--- src/rtl/spram_ctl.sv ---
`default_nettype none
// ============================================================================
//  Module   : spram_ctl
//  Purpose  : Byte-addressed request/response front end for one 16K x 16
//             single-port SPRAM. Turns byte/word(/dword) reads and writes
//             into registered SPRAM strobes and returns a one-cycle response.
//  Ports    : clk, rst (async, active high)
//             req_valid/req_ready/req_we/req_size/req_addr/req_wdata : request
//             rsp_valid/rsp_rdata/rsp_err                           : response
//             ram_ad/ram_di/ram_maskwe/ram_we/ram_cs/ram_do          : SPRAM
//  Config   : SPRAM_DWORD_EN - enables 32-bit dword access (req_size = 2)
//  Revision : 1.0 - initial release
// ============================================================================
module spram_ctl (
    input  logic        clk,
    input  logic        rst,
    input  logic        req_valid,
    output logic        req_ready,
    input  logic        req_we,
    input  logic [1:0]  req_size,
    input  logic [14:0] req_addr,
    input  logic [31:0] req_wdata,
    output logic        rsp_valid,
    output logic [31:0] rsp_rdata,
    output logic        rsp_err,
    output logic [13:0] ram_ad,
    output logic [15:0] ram_di,
    output logic [3:0]  ram_maskwe,
    output logic        ram_we,
    output logic        ram_cs,
    input  logic [15:0] ram_do
);

    typedef enum logic [1:0] {
        IDLE = 2'd0,
        ACC0 = 2'd1,
        ACC1 = 2'd2,
        CAP  = 2'd3
    } state_t;

    state_t      state_q,      state_d;
    logic [13:0] ram_ad_q,     ram_ad_d;
    logic [15:0] ram_di_q,     ram_di_d;
    logic [3:0]  ram_maskwe_q, ram_maskwe_d;
    logic        ram_we_q,     ram_we_d;
    logic        ram_cs_q,     ram_cs_d;
    logic        rsp_valid_q,  rsp_valid_d;
    logic        rsp_err_q,    rsp_err_d;
    logic [31:0] rsp_rdata_q,  rsp_rdata_d;
    // Latched request attributes, needed after the handshake
    logic        op_we_q,      op_we_d;
    logic [1:0]  op_size_q,    op_size_d;
    logic        op_lane_q,    op_lane_d;
`ifdef SPRAM_DWORD_EN
    logic [15:0] wdata_hi_q,   wdata_hi_d;
    logic [15:0] rdata_lo_q,   rdata_lo_d;
`else
    wire         w_unused_wdata_hi = &{1'b0, req_wdata[31:16]};
`endif

    logic w_req_err;

    always_comb begin
        w_req_err = (req_size == 2'd3) || ((req_size != 2'd0) && req_addr[0]);
`ifndef SPRAM_DWORD_EN
        if (req_size == 2'd2) begin
            w_req_err = 1'b1;
        end
`endif
    end

    always_comb begin
        state_d      = state_q;
        ram_ad_d     = ram_ad_q;
        ram_di_d     = ram_di_q;
        ram_maskwe_d = 4'b0000;
        ram_we_d     = 1'b0;
        ram_cs_d     = 1'b0;
        rsp_valid_d  = 1'b0;
        rsp_err_d    = 1'b0;
        rsp_rdata_d  = 32'd0;
        op_we_d      = op_we_q;
        op_size_d    = op_size_q;
        op_lane_d    = op_lane_q;
`ifdef SPRAM_DWORD_EN
        wdata_hi_d   = wdata_hi_q;
        rdata_lo_d   = rdata_lo_q;
`endif
        case (state_q)
            IDLE: begin
                if (req_valid) begin
                    if (w_req_err) begin
                        // Accepted but never touches the RAM
                        rsp_valid_d = 1'b1;
                        rsp_err_d   = 1'b1;
                    end else begin
                        state_d   = ACC0;
                        op_we_d   = req_we;
                        op_size_d = req_size;
                        op_lane_d = req_addr[0];
                        ram_cs_d  = 1'b1;
                        ram_we_d  = req_we;
                        ram_ad_d  = req_addr[14:1];
                        if (req_size == 2'd0) begin
                            // Byte replicated to both lanes; mask picks one
                            ram_di_d = {req_wdata[7:0], req_wdata[7:0]};
                            if (req_we) begin
                                ram_maskwe_d = req_addr[0] ? 4'b1100 : 4'b0011;
                            end
                        end else begin
                            ram_di_d = req_wdata[15:0];
                            if (req_we) begin
                                ram_maskwe_d = 4'b1111;
                            end
                        end
`ifdef SPRAM_DWORD_EN
                        wdata_hi_d = req_wdata[31:16];
`endif
                    end
                end
            end
            ACC0: begin
`ifdef SPRAM_DWORD_EN
                if (op_size_q == 2'd2) begin
                    // Second access for the high half; index wraps at 16K
                    state_d      = ACC1;
                    ram_cs_d     = 1'b1;
                    ram_we_d     = op_we_q;
                    ram_ad_d     = ram_ad_q + 14'd1;
                    ram_di_d     = wdata_hi_q;
                    ram_maskwe_d = op_we_q ? 4'b1111 : 4'b0000;
                end else
`endif
                if (op_we_q) begin
                    state_d     = IDLE;
                    rsp_valid_d = 1'b1;
                end else begin
                    state_d = CAP;
                end
            end
`ifdef SPRAM_DWORD_EN
            ACC1: begin
                // Low half from the ACC0 read is on ram_do now
                rdata_lo_d = ram_do;
                if (op_we_q) begin
                    state_d     = IDLE;
                    rsp_valid_d = 1'b1;
                end else begin
                    state_d = CAP;
                end
            end
`endif
            CAP: begin
                state_d     = IDLE;
                rsp_valid_d = 1'b1;
                if (op_size_q == 2'd0) begin
                    rsp_rdata_d = {24'd0, (op_lane_q ? ram_do[15:8] : ram_do[7:0])};
`ifdef SPRAM_DWORD_EN
                end else if (op_size_q == 2'd2) begin
                    rsp_rdata_d = {ram_do, rdata_lo_q};
`endif
                end else begin
                    rsp_rdata_d = {16'd0, ram_do};
                end
            end
            default: begin
                state_d = IDLE;
            end
        endcase
    end

    always_ff @(posedge clk or posedge rst) begin
        if (rst) begin
            state_q      <= IDLE;
            ram_ad_q     <= 14'd0;
            ram_di_q     <= 16'd0;
            ram_maskwe_q <= 4'd0;
            ram_we_q     <= 1'b0;
            ram_cs_q     <= 1'b0;
            rsp_valid_q  <= 1'b0;
            rsp_err_q    <= 1'b0;
            rsp_rdata_q  <= 32'd0;
            op_we_q      <= 1'b0;
            op_size_q    <= 2'd0;
            op_lane_q    <= 1'b0;
`ifdef SPRAM_DWORD_EN
            wdata_hi_q   <= 16'd0;
            rdata_lo_q   <= 16'd0;
`endif
        end else begin
            state_q      <= state_d;
            ram_ad_q     <= ram_ad_d;
            ram_di_q     <= ram_di_d;
            ram_maskwe_q <= ram_maskwe_d;
            ram_we_q     <= ram_we_d;
            ram_cs_q     <= ram_cs_d;
            rsp_valid_q  <= rsp_valid_d;
            rsp_err_q    <= rsp_err_d;
            rsp_rdata_q  <= rsp_rdata_d;
            op_we_q      <= op_we_d;
            op_size_q    <= op_size_d;
            op_lane_q    <= op_lane_d;
`ifdef SPRAM_DWORD_EN
            wdata_hi_q   <= wdata_hi_d;
            rdata_lo_q   <= rdata_lo_d;
`endif
        end
    end

    assign req_ready  = (state_q == IDLE) & ~rst;
    assign rsp_valid  = rsp_valid_q;
    assign rsp_err    = rsp_err_q;
    assign rsp_rdata  = rsp_rdata_q;
    assign ram_ad     = ram_ad_q;
    assign ram_di     = ram_di_q;
    assign ram_maskwe = ram_maskwe_q;
    assign ram_we     = ram_we_q;
    assign ram_cs     = ram_cs_q;

endmodule
`default_nettype wire

--- config.mk ---
export PLATFORM = sky130hd
export DESIGN_NAME = spram_ctl
export DESIGN_NICKNAME = d
export VERILOG_FILES = /design/src/rtl/spram_ctl.sv
export SDC_FILE = /design/constraint.sdc
export NUM_CORES = 1
export LEC_CHECK = 0
export BUFFER_PORTS_ARGS = -buffer_cell sky130_fd_sc_hd__buf_2
export CAP_MARGIN = 10
export CORE_ASPECT_RATIO = 1.2
export CORE_MARGIN = 5
export CORE_UTILIZATION = 30
export DETAILED_ROUTE_END_ITERATION = 16
export GPL_ROUTABILITY_DRIVEN = 0
export GPL_TIMING_DRIVEN = 0
export PLACE_DENSITY = 0.61
export SKIP_LAST_GASP = 1
export SLEW_MARGIN = 20
export SYNTH_ARGS = -nofsm -noshare
export SYNTH_HDL_FRONTEND = slang
export SYNTH_SLANG_ARGS = --single-unit
export TNS_END_PERCENT = 5
--- constraint.sdc ---
create_clock -name clk -period 2.4 [get_ports clk]
set_input_delay 0.48 -clock clk [delete_from_list [all_inputs] [get_ports clk]]
set_output_delay 0.48 -clock clk [all_outputs]
set_load 0.02 [all_outputs]
==> impl_metrics.csv, run 1 <==
group,metric,value,unit
worst_setup_path,path_cells,"nor3_1 > buf_2",
timing,setup_viol,0,
timing,fin_crit_sh,0.6775,
yosys,yosysSeqAreaShare,0.5786,
timing,hold_viol,0,
clock_network,cts_hold_buf,0,
yosys,synth_top_area_frac,0.5786,
clock_network,cts.sinks,58,
yosys,synth.most_common_cell,"dfrtp_1",
floorplan,die_w,93.48,um
clock_network,clock_path_buffers,2,
worst_setup_path,cp_max_fo,6,
finish,nNetsFinal,374,
yosys,synth-compound-area-share,0.01546,
routing,drt_iter0_drc,18,
floorplan,die_y,110.2,um
routing,wire_per_inst,13.40,um
floorplan,core_region_area,8153,sq um
power,p_sw_frac,0.3540,
power,p_comb_frac,0.409,
run_status,outcome,"finished, final reports clean",
clock_network,cts_resized,0,
yosys,yosysWarnings,0,
finish,post-route-util,0.4207,
floorplan,io_pins,140,
yosys,synth-simple-area-share,0.07830,
grt,grt_max_degree,32,
worst_setup_path,path_buf_inv,1,
power,p_leak,1.844,nW
yosys,synthFlopType,"dfrtp_1",
routing,drc,0,
timing,period_needed,1.626,ns
clock_network,clk_latency,0.33,ns
finish,stdcell_count,424,
worst_setup_path,cpPeakStageDelay,0.43,ns
grt,grt_use_total,0.1158,
yosys,synth_common_cells,"dfrtp_1, mux2_4, buf_4",
floorplan,start_util,0.3077,
yosys,synthAdderAreaFrac,0,
yosys,synthTopCellsByArea,"dfrtp_1, mux2_4, mux2_2, buf_4, mux2i_1",
worst_setup_path,startpoint,"state_q[1]",
yosys,yosysTopAreaCell,"dfrtp_1",
yosys,synth_mux_area_frac,0.2444,
flow_run,maxCapViolations,0,
min_path,hold_path_class,"primary input to asynchronous set/reset pin",
worst_setup_path,r2r_cells,5,
worst_setup_path,critPathLaunchType,"flop",
clock_network,clkTransAtPathRegs,0.07,ns
clock_network,cts.htree.levels,3,
routing,vias_per_cell,3.979,
placement,dp.cells,408,
routing,drt-pass1-iter-count,3,
routing,routed_wl,5.680,mm
finish,drive_above_1_share,0.6129,
yosys,synth_edf_count,0,
grt,grt_pass1_vias,1760,
placement,io_buffers,107,
grt,grt_pass1_wl,8.901,mm
yosys,avgSynthCellArea,14.67,sq um
placement,hpwl,4.217,mm
timing,tightest_slew,0.5059,ns
clock_network,cts_buffers,9,
worst_setup_path,crit_arrival,1.15,ns
yosys,synth_xor_xnor_area_share,0,
routing,vias,1687,
finish,antenna_cells,0,
clock_network,cts_tree,"built",
worst_setup_path,r2r_slack,0.91,ns
grt,gr-total-overflow,0,
power,peakVddDrop,0.0003741,V
floorplan,core.rowCount,36,
worst_setup_path,slowest_stage,"dfrtp_1",
finish,fill_cells,812,
grt,antenna_found_initial,0,
worst_setup_path,crit_family,"flip-flops",
worst_setup_path,endpoint_kind,"output pin",
worst_setup_path,r2r-start,"state_q[1]",
worst_setup_path,crit_type,"flop to output pin",
worst_setup_path,crit_required,1.92,ns
timing,rsz0062_at_grt,"false",
clock_network,cts_root_buf,"clkbuf_8",
timing,relSlewSlack,0.6624,
routing,postRouteAntennaNets,0,
yosys,synth_top_family_by_area,"multiplexers",
clock_network,postCtsSetupBuffers,0,
yosys,synthArstFlopShare,1.000,
yosys,synthDistinctLibCells,25,
power,p_switching,0.001346,W
timing,fmax,0.6150,GHz
yosys,synth_cells,171,
power,seqPwrFrac,0.391,
power,power_density,1109,nW/um^2
timing,hold_ws,0.1305,ns
worst_setup_path,rr_endpoint,"ram_di[13]",
power,fin_total_pwr,0.003802,W
timing,fin_skew,0.01063,ns
floorplan,die-area,10300,sq um
power,intPower,0.002456,W
timing,slew_viol_final,0,
worst_setup_path,path_depth,2,
yosys,syn-cell-area,2509,sq um
power,clkPwrFrac,0.201,
yosys,synth-seq-cells,58,
finish,area_growth,36.71,%
==> layout make-up <==
class,instances,area [sq um],area share
sequential,58,1451,0.4232
multi-input combinational,103,908.4,0.2649
timing repair buffer,108,555.5,0.1620
buffer,22,191.4,0.05582
clock buffer,13,148.9,0.04341
tap,114,142.6,0.04159
inverter,3,16.27,0.004743
clock inverter,3,15.01,0.004378
==> sequential cells by signal, summed over array words and instances (netlist names) <==
name and cells:
ram_maskwe 2, rsp_rdata 16, rsp_err 1, rsp_valid 1, ram_cs 1, op_lane_q 1
ram_di 16, ram_ad 14, state_q 2, ram_we 1, op_we_q 1, op_size_q 2
==> layout by cell type, fill, tap and decap left out, drive strengths merged <==
cell type / synthesis / final
inv: 3 / 3
mux2i: 8 / 8
o21ai: 2 / 2
buf: 22 / 130
nand3: 1 / 1
nand2: 1 / 1
conb: 1 / 16
clkbuf: 0 / 13
or2: 1 / 1
nor4: 1 / 1
o21ba: 2 / 2
mux2: 39 / 39
nor3: 5 / 5
clkinv: 0 / 3
dfrtp: 58 / 58
and2: 9 / 9
nor3b: 2 / 2
a21oi: 1 / 1
or3b: 1 / 1
nor2: 14 / 14
==> cell families (layout without fill, tap and decap cells) <==
| family | count (synthesis) | in the layout |
|---|---|---|
| muxes | 47 | 47 |
| other | 1 | 16 |
| and+or+nand+nor | 35 | 35 |
| DFF | 58 | 58 |
| buffers and inverters | 25 | 149 |
| AOI/OAI and AO/OA | 5 | 5 |
==> per-stage QoR <==
stage	TNS, ns	cell area [sq um]	setup slack [ns]
6_report	0	3430	0.7739
5_1_grt	0	3430	0.6929
4_1_cts	0	3430	0.7255
3_5_place_dp	0	3266	0.5354
3_3_place_gp	-18.31	3243	-0.3186
2_1_floorplan	0	2565	0.4920
==> how the worst max path moves through the flow <==
stage / slack, ns / to
2_1_floorplan: 0.49 / op_lane_q
3_3_place_gp: -0.32 / ram_di[1]
3_5_place_dp: 0.54 / ram_di[14]
4_1_cts: 0.73 / req_ready
5_1_grt: 0.69 / req_ready
6_report: 0.77 / req_ready
==> layer usage <==
metal / GRT usage / up-vias / wire [um]
met2: 0.1840 / 70 / 2845
li1: - / 814 / -
met1: 0.1396 / 798 / 2267
met4: 0.05026 / 0 / 48
met3: 0.04549 / 5 / 518
met5: 0 / - / 0
==> power groups by stage <==
stage               clock, W  sequential [W]  combinational, W
floorplan                  0         0.00186          0.000726
finish              0.000764         0.00148           0.00155
CTS                 0.000808         0.00149           0.00159
detailed placement         0         0.00150           0.00158
global placement           0         0.00149           0.00156
global route        0.000862         0.00153           0.00166
(Power assumes the default switching activity.)
==> inputs of run 2 (changes only) <==
==> constraint.sdc (replaced) <==
create_clock -name clk -period 1.5 [get_ports clk]
set_input_delay 0.3 -clock clk [delete_from_list [all_inputs] [get_ports clk]]
set_output_delay 0.3 -clock clk [all_outputs]
set_load 0.02 [all_outputs]
==> run 2 against run 1 <==
Effect of this change: cell area increased by 2.1%; utilization rose by 0.89 points; worst setup slack got worse by 0.73 ns; first-iteration DRC count grew to 3.4 times the previous value; cell count increased by 0.47%; critical path depth up 3; worst hold slack better by 0.047 ns.
==> impl_metrics.csv, run 2 (synthesis gave the netlist of run 1 again) <==
group,metric,value,unit
run_status,outcome,"finished, final reports clean",
timing,fin_skew,0.01139,ns
routing,top_layer,"met4",
worst_setup_path,crit_family,"flip-flops",
finish,drive_above_1_share,0.6346,
worst_setup_path,path_cells,"nor2_2 > nand3_4 > inv_8 > buf_12 > mux2_4",
finish,final_cell_mix,"buf_2, dfrtp_1, mux2_4",
routing,wl_met1,2.343,mm
placement,hpwl,4.299,mm
clock_network,clk_latency,0.34,ns
timing,relSlewSlack,0.6637,
clock_network,cts.sinks,58,
worst_setup_path,path_buf_inv,2,
worst_setup_path,crit_required,1.71,ns
grt,antenna_found_initial,0,
grt,grt_pass1_wl,8.852,mm
floorplan,start_util,0.3077,
worst_setup_path,slowest_stage,"dfrtp_2",
clock_network,clkTransAtPathRegs,0.08,ns
power,power_density,1786,nW/um^2
floorplan,die-area,10300,sq um
timing,hold_ws,0.1774,ns
finish,post-route-util,0.4296,
grt,gr-total-overflow,0,
finish,nNetsFinal,376,
routing,postRouteAntennaNets,0,
timing,slew_viol_final,0,
grt,grt_max_degree,28,
timing,hold_viol,0,
routing,met3WireLength,537,um
routing,vias_per_cell,3.953,
worst_setup_path,endpoint_kind,"flop",
routing,vias,1684,
timing,setup_viol,0,
finish,mostFrequentLayoutCell,"buf_2",
grt,grt_pass1_vias,1786,
min_path,hold_path_class,"primary input to flop",
finish,antenna_cells,0,
floorplan,core.rowCount,36,
power,p_leak,1.855,nW
floorplan,io_pins,140,
timing,period_needed,1.452,ns
routing,wire_per_inst,13.40,um
worst_setup_path,cp_max_fo,10,
floorplan,die_y,110.2,um
routing,drt-pass1-iter-count,4,
worst_setup_path,critPathLaunchType,"flop",
clock_network,cts_tree,"built",
power,peakVddDrop,0.0008583,V
timing,fmax,0.6888,GHz
worst_setup_path,crit_arrival,1.66,ns
timing,fin_crit_sh,0.9679,
clock_network,clock_path_buffers,2,
floorplan,die_w,93.48,um
clock_network,cts_root_buf,"clkbuf_8",
routing,drt_iter0_drc,61,
grt,grt_use_total,0.1153,
clock_network,cts.htree.levels,3,
placement,io_buffers,107,
routing,drc,0,
worst_setup_path,crit_type,"flop to flop",
worst_setup_path,cpPeakStageDelay,0.45,ns
routing,wl_met2,2.801,mm
clock_network,cts_buffers,9,
finish,area_growth,39.60,%
flow_run,maxCapViolations,0,
timing,tightest_slew,0.5039,ns
floorplan,core_region_area,8153,sq um
routing,routed_wl,5.707,mm
## run 2: cell types whose count changed in the layout (fill, tap and decap cells not counted), sizes merged
cell / previous run / this run
clkinvlp: 0 / 4
clkbuf: 13 / 10
clkinv: 3 / 1
buf: 130 / 131
dlygate4sd3: 0 / 1
inv: 3 / 4
## run 2: worst paths after layout
kind,from,endpoint,slack (ns),cells after the start
max,state_q[1],ram_di[11],0.05,5
min,ram_do[10],rsp_rdata[10],0.18,2
max reg2reg,state_q[1],ram_di[11],0.05,5
min reg2reg,op_we_q,state_q[1],0.50,1
max in group asynchronous,rst,ram_di[11],0.43,5
min in group asynchronous,rst,rsp_rdata[2],0.47,3
## run 2: power by group
part	switching [W]	internal [W]
clock	0.000694	0.000658
combinational	0.00130	0.00122
sequential	0.000284	0.00210
total	0.00228	0.00397
## run 2: timing repair
item,CTS,global route
hold buffers,1,0
hold endpoints to repair,6,0
endpoints found under the setup margin,15,19
resized for setup,1,6
pin swaps,0,0
buffers inserted,0,0
## run 2: per-stage QoR
stage | setup WS (ns) | setup TNS [ns] | cells | power, W | area (sq um)
3_5_place_dp | -0.1941 | -2.102 | 409 | 0.004935 | 3287
2_1_floorplan | 0.1240 | 0 | 186 | 0.004139 | 2569
6_report | 0.04820 | 0 | 426 | 0.006254 | 3502
4_1_cts | -0.01458 | -0.06904 | 426 | 0.006353 | 3486
3_3_place_gp | -0.1750 | -1.826 | 407 | 0.004880 | 3247
5_1_grt | -0.005214 | -0.005214 | 426 | 0.006629 | 3502
## run 2: metal layers
layer	global-route usage	up-vias
met2	0.1845	70
met4	0.04712	0
met1	0.1368	794
li1	-	818
met5	0	-
met3	0.04888	2
## run 2: layout make-up
class / instances / area, sq um
Clock inverter: 6 / 48.80
Fill cell: 790 / 4651
Buffer: 22 / 191.4
Multi-Input combinational cell: 103 / 918.4
Inverter: 3 / 22.52
Tap cell: 114 / 142.6
Sequential cell: 58 / 1453
Timing Repair Buffer: 110 / 588.1
Clock buffer: 10 / 137.6
